--- src/rtl/uart_tx_arbiter_pkg.sv ---
// Shared configuration for the UART transmit arbiter: FSM encoding, byte width,
// UART register map and the timeout counter sizing helper.
package uart_tx_arbiter_pkg;

  localparam int DATA_W = 8;

  typedef enum logic [1:0] {
    ST_IDLE    = 2'd0,
    ST_START   = 2'd1,
    ST_SENDING = 2'd2
  } state_t;

  // Register-port UART wrapper address map (byte offsets).
  localparam logic [3:0] UART_REG_TXDATA = 4'h0;
  localparam logic [3:0] UART_REG_RXDATA = 4'h4;
  localparam logic [3:0] UART_REG_STATUS = 4'h8;
  localparam logic [3:0] UART_REG_BAUD   = 4'hC;

  // Bits needed to hold 0..timeout without wrapping.
  function automatic int cnt_width(input int timeout);
    return (timeout < 1) ? 1 : $clog2(timeout + 1);
  endfunction

endpackage

--- src/rtl/uart_tx_arbiter_if.sv ---
// Requester handshakes plus the UART transmit-side signals, bundled so the
// arbiter sits between the register wrapper and the uart instance.
interface uart_tx_arbiter_if;
  import uart_tx_arbiter_pkg::*;

  logic              req0_valid;
  logic [DATA_W-1:0] req0_data;
  logic              req0_ready;
  logic              req1_valid;
  logic [DATA_W-1:0] req1_data;
  logic              req1_ready;
  logic [DATA_W-1:0] uart_txdata;
  logic              uart_txbegin;
  logic              uart_txbusy;

  // master: requesters and UART; slave: the arbiter itself.
  modport master (
    output req0_valid, req0_data, req1_valid, req1_data, uart_txbusy,
    input  req0_ready, req1_ready, uart_txdata, uart_txbegin
  );

  modport slave (
    input  req0_valid, req0_data, req1_valid, req1_data, uart_txbusy,
    output req0_ready, req1_ready, uart_txdata, uart_txbegin
  );

endinterface

--- src/rtl/uart_tx_arbiter.sv ---
// Two-requester round-robin arbiter in front of a UART transmitter: captures one
// byte, raises txbegin until the UART reports busy, then waits for the frame end.
module uart_tx_arbiter
  import uart_tx_arbiter_pkg::*;
#(
  parameter int START_TIMEOUT = 255
) (
  input  logic            clk,
  input  logic            rst_n,
  uart_tx_arbiter_if.slave bus,
  output logic            grant,
  output logic            busy,
  output logic            err,
  input  logic            err_clr
);

  localparam int                CNT_W     = cnt_width(START_TIMEOUT);
  localparam logic [CNT_W-1:0] CNT_LIMIT = CNT_W'(START_TIMEOUT - 1);
  localparam logic [CNT_W-1:0] CNT_MAX   = '1;

  state_t            state;
  state_t            state_nxt;
  logic [DATA_W-1:0] txdata;
  logic [DATA_W-1:0] txdata_nxt;
  logic              txbegin;
  logic              txbegin_nxt;
  logic [1:0]        ready;
  logic [1:0]        ready_nxt;
  logic              grant_nxt;
  logic              last;
  logic              last_nxt;
  logic              err_nxt;
  logic [CNT_W-1:0]  cnt;
  logic [CNT_W-1:0]  cnt_nxt;
  logic              pick;
  logic              timeout;

  // On a tie the requester that was not served last wins; otherwise whoever asks.
  function automatic logic rr_pick(input logic v0, input logic v1, input logic last_served);
    return (v0 && v1) ? ~last_served : v1;
  endfunction

  always_ff @(posedge clk or negedge rst_n) begin
    if (!rst_n) begin
      state   <= ST_IDLE;
      txdata  <= '0;
      txbegin <= 1'b0;
      ready   <= 2'b00;
      grant   <= 1'b0;
      last    <= 1'b1;
      err     <= 1'b0;
      cnt     <= '0;
    end else begin
      state   <= state_nxt;
      txdata  <= txdata_nxt;
      txbegin <= txbegin_nxt;
      ready   <= ready_nxt;
      grant   <= grant_nxt;
      last    <= last_nxt;
      err     <= err_nxt;
      cnt     <= cnt_nxt;
    end
  end

  always_comb begin
    state_nxt   = state;
    txdata_nxt  = txdata;
    txbegin_nxt = txbegin;
    ready_nxt   = 2'b00;
    grant_nxt   = grant;
    last_nxt    = last;
    cnt_nxt     = cnt;
    pick        = 1'b0;
    timeout     = 1'b0;

    unique case (state)
      ST_IDLE: begin
        if (!bus.uart_txbusy && (bus.req0_valid || bus.req1_valid)) begin
          pick        = rr_pick(bus.req0_valid, bus.req1_valid, last);
          txdata_nxt  = pick ? bus.req1_data : bus.req0_data;
          grant_nxt   = pick;
          txbegin_nxt = 1'b1;
          ready_nxt   = pick ? 2'b10 : 2'b01;
          cnt_nxt     = '0;
          state_nxt   = ST_START;
        end
      end

      ST_START: begin
        if (bus.uart_txbusy) begin
          txbegin_nxt = 1'b0;
          state_nxt   = ST_SENDING;
        end else if (cnt >= CNT_LIMIT) begin
          // UART never acknowledged: drop the byte but still rotate priority.
          timeout     = 1'b1;
          txbegin_nxt = 1'b0;
          last_nxt    = grant;
          state_nxt   = ST_IDLE;
        end else begin
          cnt_nxt = (cnt == CNT_MAX) ? cnt : cnt + 1'b1;
        end
      end

      ST_SENDING: begin
        if (!bus.uart_txbusy) begin
          last_nxt  = grant;
          state_nxt = ST_IDLE;
        end
      end

      default: begin
        txbegin_nxt = 1'b0;
        state_nxt   = ST_IDLE;
      end
    endcase

    // A timeout in the same cycle as a clear leaves the flag set.
    err_nxt = timeout ? 1'b1 : (err_clr ? 1'b0 : err);
  end

  assign busy             = (state != ST_IDLE);
  assign bus.uart_txdata  = txdata;
  assign bus.uart_txbegin = txbegin;
  assign bus.req0_ready   = ready[0];
  assign bus.req1_ready   = ready[1];

endmodule

--- src/flat_wrapper.sv ---
// flat-port wrapper written by rule: the top's interface ports become plain ports
module uart_tx_arbiter_flat import uart_tx_arbiter_pkg::*;
#(
  parameter int START_TIMEOUT = 255
)
  (clk, rst_n, grant, busy, err, err_clr, bus_req0_valid, bus_req0_data, bus_req1_valid, bus_req1_data, bus_uart_txbusy, bus_req0_ready, bus_req1_ready, bus_uart_txdata, bus_uart_txbegin);
  uart_tx_arbiter_if bus_i ();
  input  logic clk;
  input  logic rst_n;
  output logic grant;
  output logic busy;
  output logic err;
  input  logic err_clr;
  input wire logic [$bits(bus_i.req0_valid)-1:0] bus_req0_valid;
  input wire logic [$bits(bus_i.req0_data)-1:0] bus_req0_data;
  input wire logic [$bits(bus_i.req1_valid)-1:0] bus_req1_valid;
  input wire logic [$bits(bus_i.req1_data)-1:0] bus_req1_data;
  input wire logic [$bits(bus_i.uart_txbusy)-1:0] bus_uart_txbusy;
  output wire logic [$bits(bus_i.req0_ready)-1:0] bus_req0_ready;
  output wire logic [$bits(bus_i.req1_ready)-1:0] bus_req1_ready;
  output wire logic [$bits(bus_i.uart_txdata)-1:0] bus_uart_txdata;
  output wire logic [$bits(bus_i.uart_txbegin)-1:0] bus_uart_txbegin;
  assign bus_i.req0_valid = bus_req0_valid;
  assign bus_i.req0_data = bus_req0_data;
  assign bus_i.req1_valid = bus_req1_valid;
  assign bus_i.req1_data = bus_req1_data;
  assign bus_i.uart_txbusy = bus_uart_txbusy;
  assign bus_req0_ready = bus_i.req0_ready;
  assign bus_req1_ready = bus_i.req1_ready;
  assign bus_uart_txdata = bus_i.uart_txdata;
  assign bus_uart_txbegin = bus_i.uart_txbegin;
  uart_tx_arbiter #(.START_TIMEOUT(START_TIMEOUT)) u_core (.clk(clk), .rst_n(rst_n), .bus(bus_i), .grant(grant), .busy(busy), .err(err), .err_clr(err_clr));
endmodule
--- config.mk ---
export PLATFORM = sky130hd
export DESIGN_NAME = uart_tx_arbiter_flat
export DESIGN_NICKNAME = d
export VERILOG_FILES = /design/src/rtl/uart_tx_arbiter_pkg.sv /design/src/rtl/uart_tx_arbiter_if.sv /design/src/rtl/uart_tx_arbiter.sv /design/src/flat_wrapper.sv
export SDC_FILE = /design/constraint.sdc
export NUM_CORES = 1
export LEC_CHECK = 0
export ABC_AREA = 0
export CAP_MARGIN = 15
export CORE_ASPECT_RATIO = 0.75
export CORE_MARGIN = 3
export CORE_UTILIZATION = 46
export CTS_BUF_LIST = sky130_fd_sc_hd__clkbuf_8 sky130_fd_sc_hd__clkbuf_16
export CTS_CLUSTER_DIAMETER = 80
export DETAILED_ROUTE_END_ITERATION = 10
export GPL_TIMING_DRIVEN = 0
export PLACE_DENSITY = 0.81
export SYNTH_ARGS = -nofsm -noshare
export SYNTH_HDL_FRONTEND = slang
export SYNTH_SLANG_ARGS = --single-unit
--- constraint.sdc ---
create_clock -name clk -period 1.67 [get_ports clk]
set_input_delay 0.334 -clock clk [delete_from_list [all_inputs] [get_ports clk]]
set_output_delay 0.334 -clock clk [all_outputs]
set_load 0.02 [all_outputs]
* Yosys cells after proc, flatten, opt, wreduce, memory -nomap -nowiden
Index checks and enable logic that the tools add are counted.
Storage, ports and cells: flip-flop bits (word level) 24, output and inout bits 14
Operators by class: $add $sub $neg 1, order comparisons 1, equality and inequality tests 10, muxes and demuxes 28, bitwise gates (word level) 2, reduce and logical (&&, ||, !) cells 14
Operators by type and width (number):
- 8-bit two-way mux | 5
- 8-bit case mux with 2 select lines | 1
- 2-bit two-way mux | 7
- 1-bit two-way mux | 12
- 8-bit by 1-bit adder with 8-bit output (second input constant) | 1
- 8-bit equality test (second input constant) | 1
- 8-bit greater-or-equal comparator (second input constant) | 1
- 2-bit inequality test (second input constant) | 4
- 2-bit nonzero test | 4
- 2-bit case mux with 3 select lines | 1
- 3-bit AND reduction | 2
- 5-bit AND reduction | 1
- 2-bit by 1-bit inequality test with 1-bit output (second input constant) | 2
- 4-bit AND reduction | 1
- 3-bit by 2-bit inequality test with 1-bit output (second input constant) | 1
- 1-bit case mux with 3 select lines | 1
- 2-bit by 1-bit equality test with 1-bit output (second input constant) | 1
- 2-bit equality test (second input constant) | 1
- 1-bit logical AND | 2
- 2-bit zero test | 1
- 1-bit inverter | 2
- 1-bit case mux with 2 select lines | 1
- 2-bit AND reduction | 1
- 1-bit zero test | 1
- 1-bit logical OR | 1

* Longest topological paths before layout
depth in word-level cells 5, gate-level depth with buffers 6

* Least setup slack after synthesis
No wires, ideal clock.
kind reg-to-reg, from register u_core.cnt[1], to register u_core.cnt[6], setup time 81 ps, arrival time 1440 ps, slack 149 ps, cell stages (with the launch flop) 6, path buffers 0, period minus slack after synthesis 1521 ps, path through dfrtp_1 ha_1 nor3_1 o31a_1 a41oi_1 a31oi_2
On the way: cells in the longest elaborated chain, start to end 5
Ends and longest elaborated chain:
- start: declaration | line uart_tx_arbiter.sv:33 | logic [CNT_W-1:0] cnt;
- start signal: assignment | line uart_tx_arbiter.sv:61 | cnt <= cnt_nxt;
- 8-bit by 1-bit adder with 8-bit output | line uart_tx_arbiter.sv:100 | cnt_nxt = (cnt == CNT_MAX) ? cnt : cnt + 1'b1;
- 8-bit two-way mux | line uart_tx_arbiter.sv:100
- 8-bit two-way mux | line uart_tx_arbiter.sv:93 | end else if (cnt >= CNT_LIMIT) begin
- 8-bit two-way mux | line uart_tx_arbiter.sv:90 | if (bus.uart_txbusy) begin
- 8-bit case mux with 2 select lines | line uart_tx_arbiter.sv:76 | unique case (state)
Several ways; a longest one is shown, not always the timed one. The select of a mux whose other input is x is not followed. A chain may end at the register's enable or synchronous reset.

* Final worst setup path
from input bus_req1_valid, to register u_core.grant
On the way: cells in the longest elaborated chain, start to end 3
Ends and longest elaborated chain:
- start: declaration | line flat_wrapper.sv:16 | input wire logic [$bits(bus_i.req1_valid)-1:0] bus_req1_valid;
- 1-bit logical OR | line uart_tx_arbiter.sv:78 | if (!bus.uart_txbusy && (bus.req0_valid || bus.req1_valid)) begin
- 1-bit logical AND | line uart_tx_arbiter.sv:78
- 2-bit AND reduction (no source line)
- end signal: assignment | line uart_tx_arbiter.sv:58 | grant <= grant_nxt;
- end: declaration | line uart_tx_arbiter.sv:11 | output logic grant,
Several ways; a longest one is shown, not always the timed one.

==> metrics.cfg <==
[worst_setup_path]
critPathMaxStageDelay_ns=0.50
slowest_stage=clkdlybuf4s50_1
required_ns=1.82
path_buf_inv=2
crit_path_cell_trace=clkdlybuf4s50_1 -> nor2_1 -> nor4_2 -> buf_4 -> mux2_1
critical_path_class=in -> reg
cp.depth=5
end_kind=register
cp_top_family=buffers and inverters
crit_path_start_kind=input port
rrSetupSlack_ns=0.12
crit_fanout=6
ff2ff_path_depth=4
cp.arrival_ns=1.79

[clocking]
clock_latency_ns=0.27
cts.clk_slew.worst_paths_ns=0.07
clockRootBuffer=clkbuf_8
cts_buffers=3
cts.sinks=24
cts_hold_buf=0
htreeDepth=1
cts_buffer_depth=2
tritoncts=yes

[yosys]
synth_edf_count=0
synth_cells=117
syn-cell-area_sq_mm=0.00121
yosys_register_bits=24
synthDistinctLibCells=42
yosys.area.top_type_share_pct=47.4
synth_ff_type=dfrtp_1
synthArstFlopShare_pct=100
yosys.area.top_type=dfrtp_1
yosysWarnings=0
synth_nets=141
synthTopCellsByArea=dfrtp_1, mux2i_1, a21oi_1
yosysSeqAreaShare_pct=49.6
avgSynthCellArea_sq_um=10.4

[cells_and_area]
mostFrequentLayoutCells=clkdlybuf4s50_1, dfrtp_1, a21oi_1
syn_to_final_growth_pct=45.9
fin_nets=189
layout_commonest_cell=clkdlybuf4s50_1
diodes=0
drive_above_1_share_pct=18.3

[sta]
skew_ns=0.00467
min_period_over_period_pct=97.9
timing.final.hold_violations=0
postLayoutSetupSlackWorst_ns=0.0352
setup_tns_ns=0
holdWs_ns=0.306
fmaxAchievable_ghz=0.612
worst_pin_slew_ns=0.427
slew-limit-headroom_pct=71.3
setup_viol=0
rsz0062_at_grt=true
layout_min_cycle_time_ns=1.63
drv_slew=0

[global_route]
grt_pass1_vias=1007
grt_max_degree=25
antenna_found_initial=0
overflow=0
grtUsageTotal_pct=19.0
grt_pass1_wl_microns=4710

[power]
seqPwrFrac_pct=44.9
switchingPower_uw=533
p_sw_share_pct=31.8
internal-power_mw=1.14
p_comb_share_pct=34.8
p_leak_nw=0.757
p_per_area_mw_per_mm2=945
peakVddDrop_mv=0.625
pwr-share-clk_pct=20.3
power_mw=1.67

[routing]
route.final.wire_length_microns=2960
first_pass_iters=4
post-route-drc-count=0
wire_per_inst_microns=14.9
via_per_inst=5.43
antenna_left=0
drt_iter0_drc=42
vias=1076

[die]
io_pins=36
core_area_sq_mm=0.00240
rows=15
start_util_pct=50.5
die_x_microns=65.3
dieArea_sq_mm=0.00330
fp.dieH_microns=50.5

[outcome]
outcome=finished, final reports clean

[job]
cap_violations=0

[placement]
dp_slack_ns=-0.296
finalWeightedCongestion=0.890
io_buffers=35
hpwlAfterDp_microns=2110

[hold_path]
hp-class=in -> async

==> registers in the layout, summed over array words and instances (netlist names) <==
register	cells
u_core.bus.uart_txbegin	1
u_core.bus.uart_txdata	8
u_core.err	1
u_core.cnt	8
u_core.grant	1
u_core.ready	2
u_core.last	1
u_core.state	2
==> path summary, 6_finish.rpt <==
kind / start / to
min: rst_n / u_core.cnt[0]$_DFFE_PN0P_
max reg2reg: u_core.state[0]$_DFFE_PN0P_ / u_core.grant$_DFFE_PN0P_
max in group asynchronous: rst_n / u_core.last$_DFFE_PN1P_
min in group clk: u_core.err$_DFFE_PN0P_ / u_core.err$_DFFE_PN0P_
max: bus_req1_valid / u_core.grant$_DFFE_PN0P_
min reg2reg: u_core.err$_DFFE_PN0P_ / u_core.err$_DFFE_PN0P_
==> cells in the mapped netlist, types with 2 or more instances <==
cell type	number
a21oi_1	16
and3_1	2
buf_2	3
dfrtp_1	23
ha_1	2
inv_1	2
mux2i_1	9
nand2_1	6
nand3_1	2
nor2_1	13
nor2b_1	2
nor3_1	3
o21a_1	3
o21ai_1	2
o41ai_1	2
==> per-stage QoR <==
stage          utilization (%)  std cells  cell area (sq um)
3_5_place_dp              66.9        186               1610
4_1_cts                   68.9        189               1650
5_1_grt                   73.7        198               1770
6_report                  73.7        198               1770
2_1_floorplan                -        117               1210
3_3_place_gp              66.9        186               1610
==> cells by family after synthesis <==
kind of cell / Yosys count / share of synthesized area, %
simple gates: 41 / 19.6
compound gates: 34 / 18.2
flops: 24 / 49.6
mux: 10 / 8.35
buf+inv: 6 / 2.16
fa+ha+maj: 2 / 2.06
==> layer usage <==
| metal | part of all wire (%) | GRT usage [%] | up-vias |
|---|---|---|---|
| met2 | 50 | 29.4 | 18 |
| met4 | 1.9 | 8.28 | 0 |
| met3 | 3.7 | 4.47 | 5 |
| met1 | 45 | 25.4 | 525 |
| met5 | 0 | 0 | - |
| li1 | - | - | 528 |
==> power by group through the flow <==
stage | registers (mW) | logic (mW) | clock network [mW]
final | 0.751 | 0.582 | 0.340
after CTS | 0.748 | 0.531 | 0.346
after detailed placement | 0.754 | 0.533 | 0
after global placement | 0.747 | 0.522 | 0
after global routing | 0.766 | 0.631 | 0.377
after floorplan | 0.827 | 0.198 | 0
==> final cells by class <==
class / instances / area (sq um)
fill: 186 / 632
multi-input combinational: 87 / 616
sequential: 24 / 606
timing repair buffer: 44 / 437
tap: 34 / 42.5
clock buffer: 3 / 41.3
buffer: 3 / 17.5
inverter: 2 / 7.51
clock inverter: 1 / 3.75
==> repair_timing <==
action	CTS	global route
gates resized for setup	3	8
pin swaps	0	4
setup endpoints to repair	3	8
setup buffers	0	8
endpoints found under the hold margin	0	0
Power figures use the tool's default switching activity.
==> RTL change, RTL diff (same settings) <==
`txdata` no longer has a reset.
--- a/src/rtl/uart_tx_arbiter.sv
+++ b/src/rtl/uart_tx_arbiter.sv
@@ -44,5 +44,4 @@
     if (!rst_n) begin
       state   <= ST_IDLE;
-      txdata  <= '0;
       txbegin <= 1'b0;
       ready   <= 2'b00;
@@ -53,5 +52,4 @@
     end else begin
       state   <= state_nxt;
-      txdata  <= txdata_nxt;
       txbegin <= txbegin_nxt;
       ready   <= ready_nxt;
@@ -61,4 +59,8 @@
       cnt     <= cnt_nxt;
     end
+  end
+
+  always_ff @(posedge clk) begin
+    txdata <= txdata_nxt;
   end
 
Check against the original RTL: not equivalent (Yosys sat finds a counterexample within 4 cycles, from zero or initial values and one cycle with rst_n low).
==> RTL change against the original RTL <==
  * The flow now finishes with violations (setup timing)
  * Count of clock-buffer cells in the layout up 1
  * Sequential cell count stayed put
  * Combinational power rose by 94%
  * Cell count decreased by 0.51%
  * Cell area increased by 6.6%
  * Setup slack worse by 210 ps
  * Power grew 44%
  * Die area rose by 0.18%
  * Area after synthesis rose by 0.21%
  * Wire length is 30% higher
  * Highest routed layer unchanged
==> RTL change: results (changes against the original RTL) <==
status finished, violations left; Total GRT Usage 22.5% (+3.5 points); ys async rst share 66.7% (-33 points); vias in the first global route 1088 (+8.0%); failing checks setup timing; layout cells sized above 1 36.2% (+18 points); via/cell ratio 5.81 (+6.9%); clk buf depth 2 (unchanged); Peak VDD IR 0.000954 V (+53%); Clk Latency, worst-skew pair 270 ps (about the same); Final Skew 6.06 ps (+1.39 ps); first-pass GRT wire length 5.51 mm (+17%); Filler Cell Count 146 (-22%); placed wire-length estimate 2.16 mm (+2.2%); final number of setup-violating endpoints 6 (+6); antenna diode count 0 (unchanged); leakage power 0.815 nW (+7.6%); post-synthesis sequential area ratio 52.8% (+3.2 points); Tightest Pin Transition 726 ps (+299 ps); Post-Place Worst Slack -481 ps (-185 ps); Slowest cell on crit path dfrtp_1; EDFF count, synth 8 (+8); WL/cell 19.5 um (+30%); total congestion overflow 0 (unchanged); Worst Setup Slack, final -176 ps (-211 ps); Final nets 188 (-0.53%); Synth area leaders dfrtp_1 (31%), edfxtp_1 (20%), mux2_2 (8.3%), nor2_1 (2.8%), inv_1 (2.5%); CTS H-tree depth 1 (unchanged); HP Class in2reg; total CTS buffers 3 (unchanged); Max FO, Critical Path 4 (-2); post-synthesis cell type count 39 (-7.1%); port bufs 34 (-2.9%); net count after synthesis 130 (-7.8%); post-route minimum period 1850 ps (+211 ps); largest net degree at the start of global routing 17 (-32%); DR iter-0 viols 98 (+130%); CTS root buf clkbuf_8; max incr delay on CP 420 ps (-80 ps); RD Place Congestion 0.859 (-3.4%); initial antenna violation count 0 (unchanged); 1st-pass router iterations 4 (unchanged); clock slew at reported path FFs 90 ps (+20 ps); Synth top cells by count dfrtp_1 (15), mux2_2 (9), nor2_1 (9), edfxtp_1 (8), inv_1 (8)
## RTL change: cell count changes in the layout (fill, tap and decap cells not counted), moves of 4 or more
| cell | unedited run | this run |
|---|---|---|
| dfrtp_1 | 20 | 12 |
| a21oi_1 | 16 | 3 |
| mux2_2 | 0 | 8 |
| buf_4 | 9 | 18 |
| edfxtp_1 | 0 | 8 |
| clkdlybuf4s50_1 | 34 | 30 |
| mux2i_1 | 9 | 0 |
## RTL change: logic make-up (layout without fill, tap and decap cells)
kind of cell             count (synthesis)  in the layout  synth area share, %
multiplexers                             9              9                 8.33
adder cells (fa/ha/maj)                  2              2                 2.06
AO/OA/AOI/OAI                           27             27                 18.2
buffers and inverters                   11             68                 4.32
flip-flops                              24             24                 52.8
AND/OR/NAND/NOR                         33             33                 14.3
## RTL change: path summary, 6_finish.rpt
check	from	cells past startpoint	endpoint	slack [ps]
max	u_core.cnt[0]	7	u_core.cnt[4]	-180
min	bus_uart_txbusy	2	u_core.state[1]	340
max reg2reg	u_core.cnt[0]	7	u_core.cnt[4]	-180
max in group asynchronous	rst_n	1	u_core.state[0]	680
min in group asynchronous	rst_n	1	u_core.err	480
min reg2reg	u_core.cnt[7]	1	u_core.cnt[7]	530
## RTL change: area by class of cell
type / count / area share, %
Inverter: 8 / 1.72
Multi-Input combinational cell: 71 / 31.4
Clock buffer: 4 / 2.92
Tap cell: 34 / 2.25
Sequential cell: 24 / 34.2
Timing Repair Buffer: 54 / 26.5
Buffer: 2 / 0.994
## RTL change: stage by stage
step / cells / area (sq um) / total power [mW] / TNS (ps)
after floorplan: 106 / 1240 / 1.31 / -2.62
after global placement: 174 / 1620 / 1.56 / -6890
after detailed placement: 174 / 1620 / 1.59 / -7940
after CTS: 190 / 1790 / 2.19 / -189
after global routing: 197 / 1890 / 2.53 / -934
final: 197 / 1890 / 2.42 / -752
## RTL change: critical path, delay by kind of cell, from the launching register on
family	cells	cell delay (ps)
AOI/OAI and AO/OA	3	540
adders and majority gates	1	160
buffers and inverters	2	270
DFF	1	420
and+or+nand+nor	1	380
## RTL change: report_power, final
part	switching (mW)	internal (mW)
Clock	0.193	0.211
Sequential	0.134	0.751
Combinational	0.516	0.612
## RTL change: what timing repair did
item | in CTS | in global routing
resized for setup | 7 | 16
pin swaps | 1 | 5
buffers inserted | 13 | 7
endpoints found under the setup margin | 21 | 19
gates cloned | 0 | 0
## RTL change: routing by layer
metal | wire, um | track usage [%] | vias to the layer above
met3 | 245 | 6.26 | 27
met4 | 191 | 8.62 | 0
met5 | 0 | 0 | -
met2 | 1940 | 37.8 | 58
li1 | - | - | 501
met1 | 1470 | 27.3 | 558
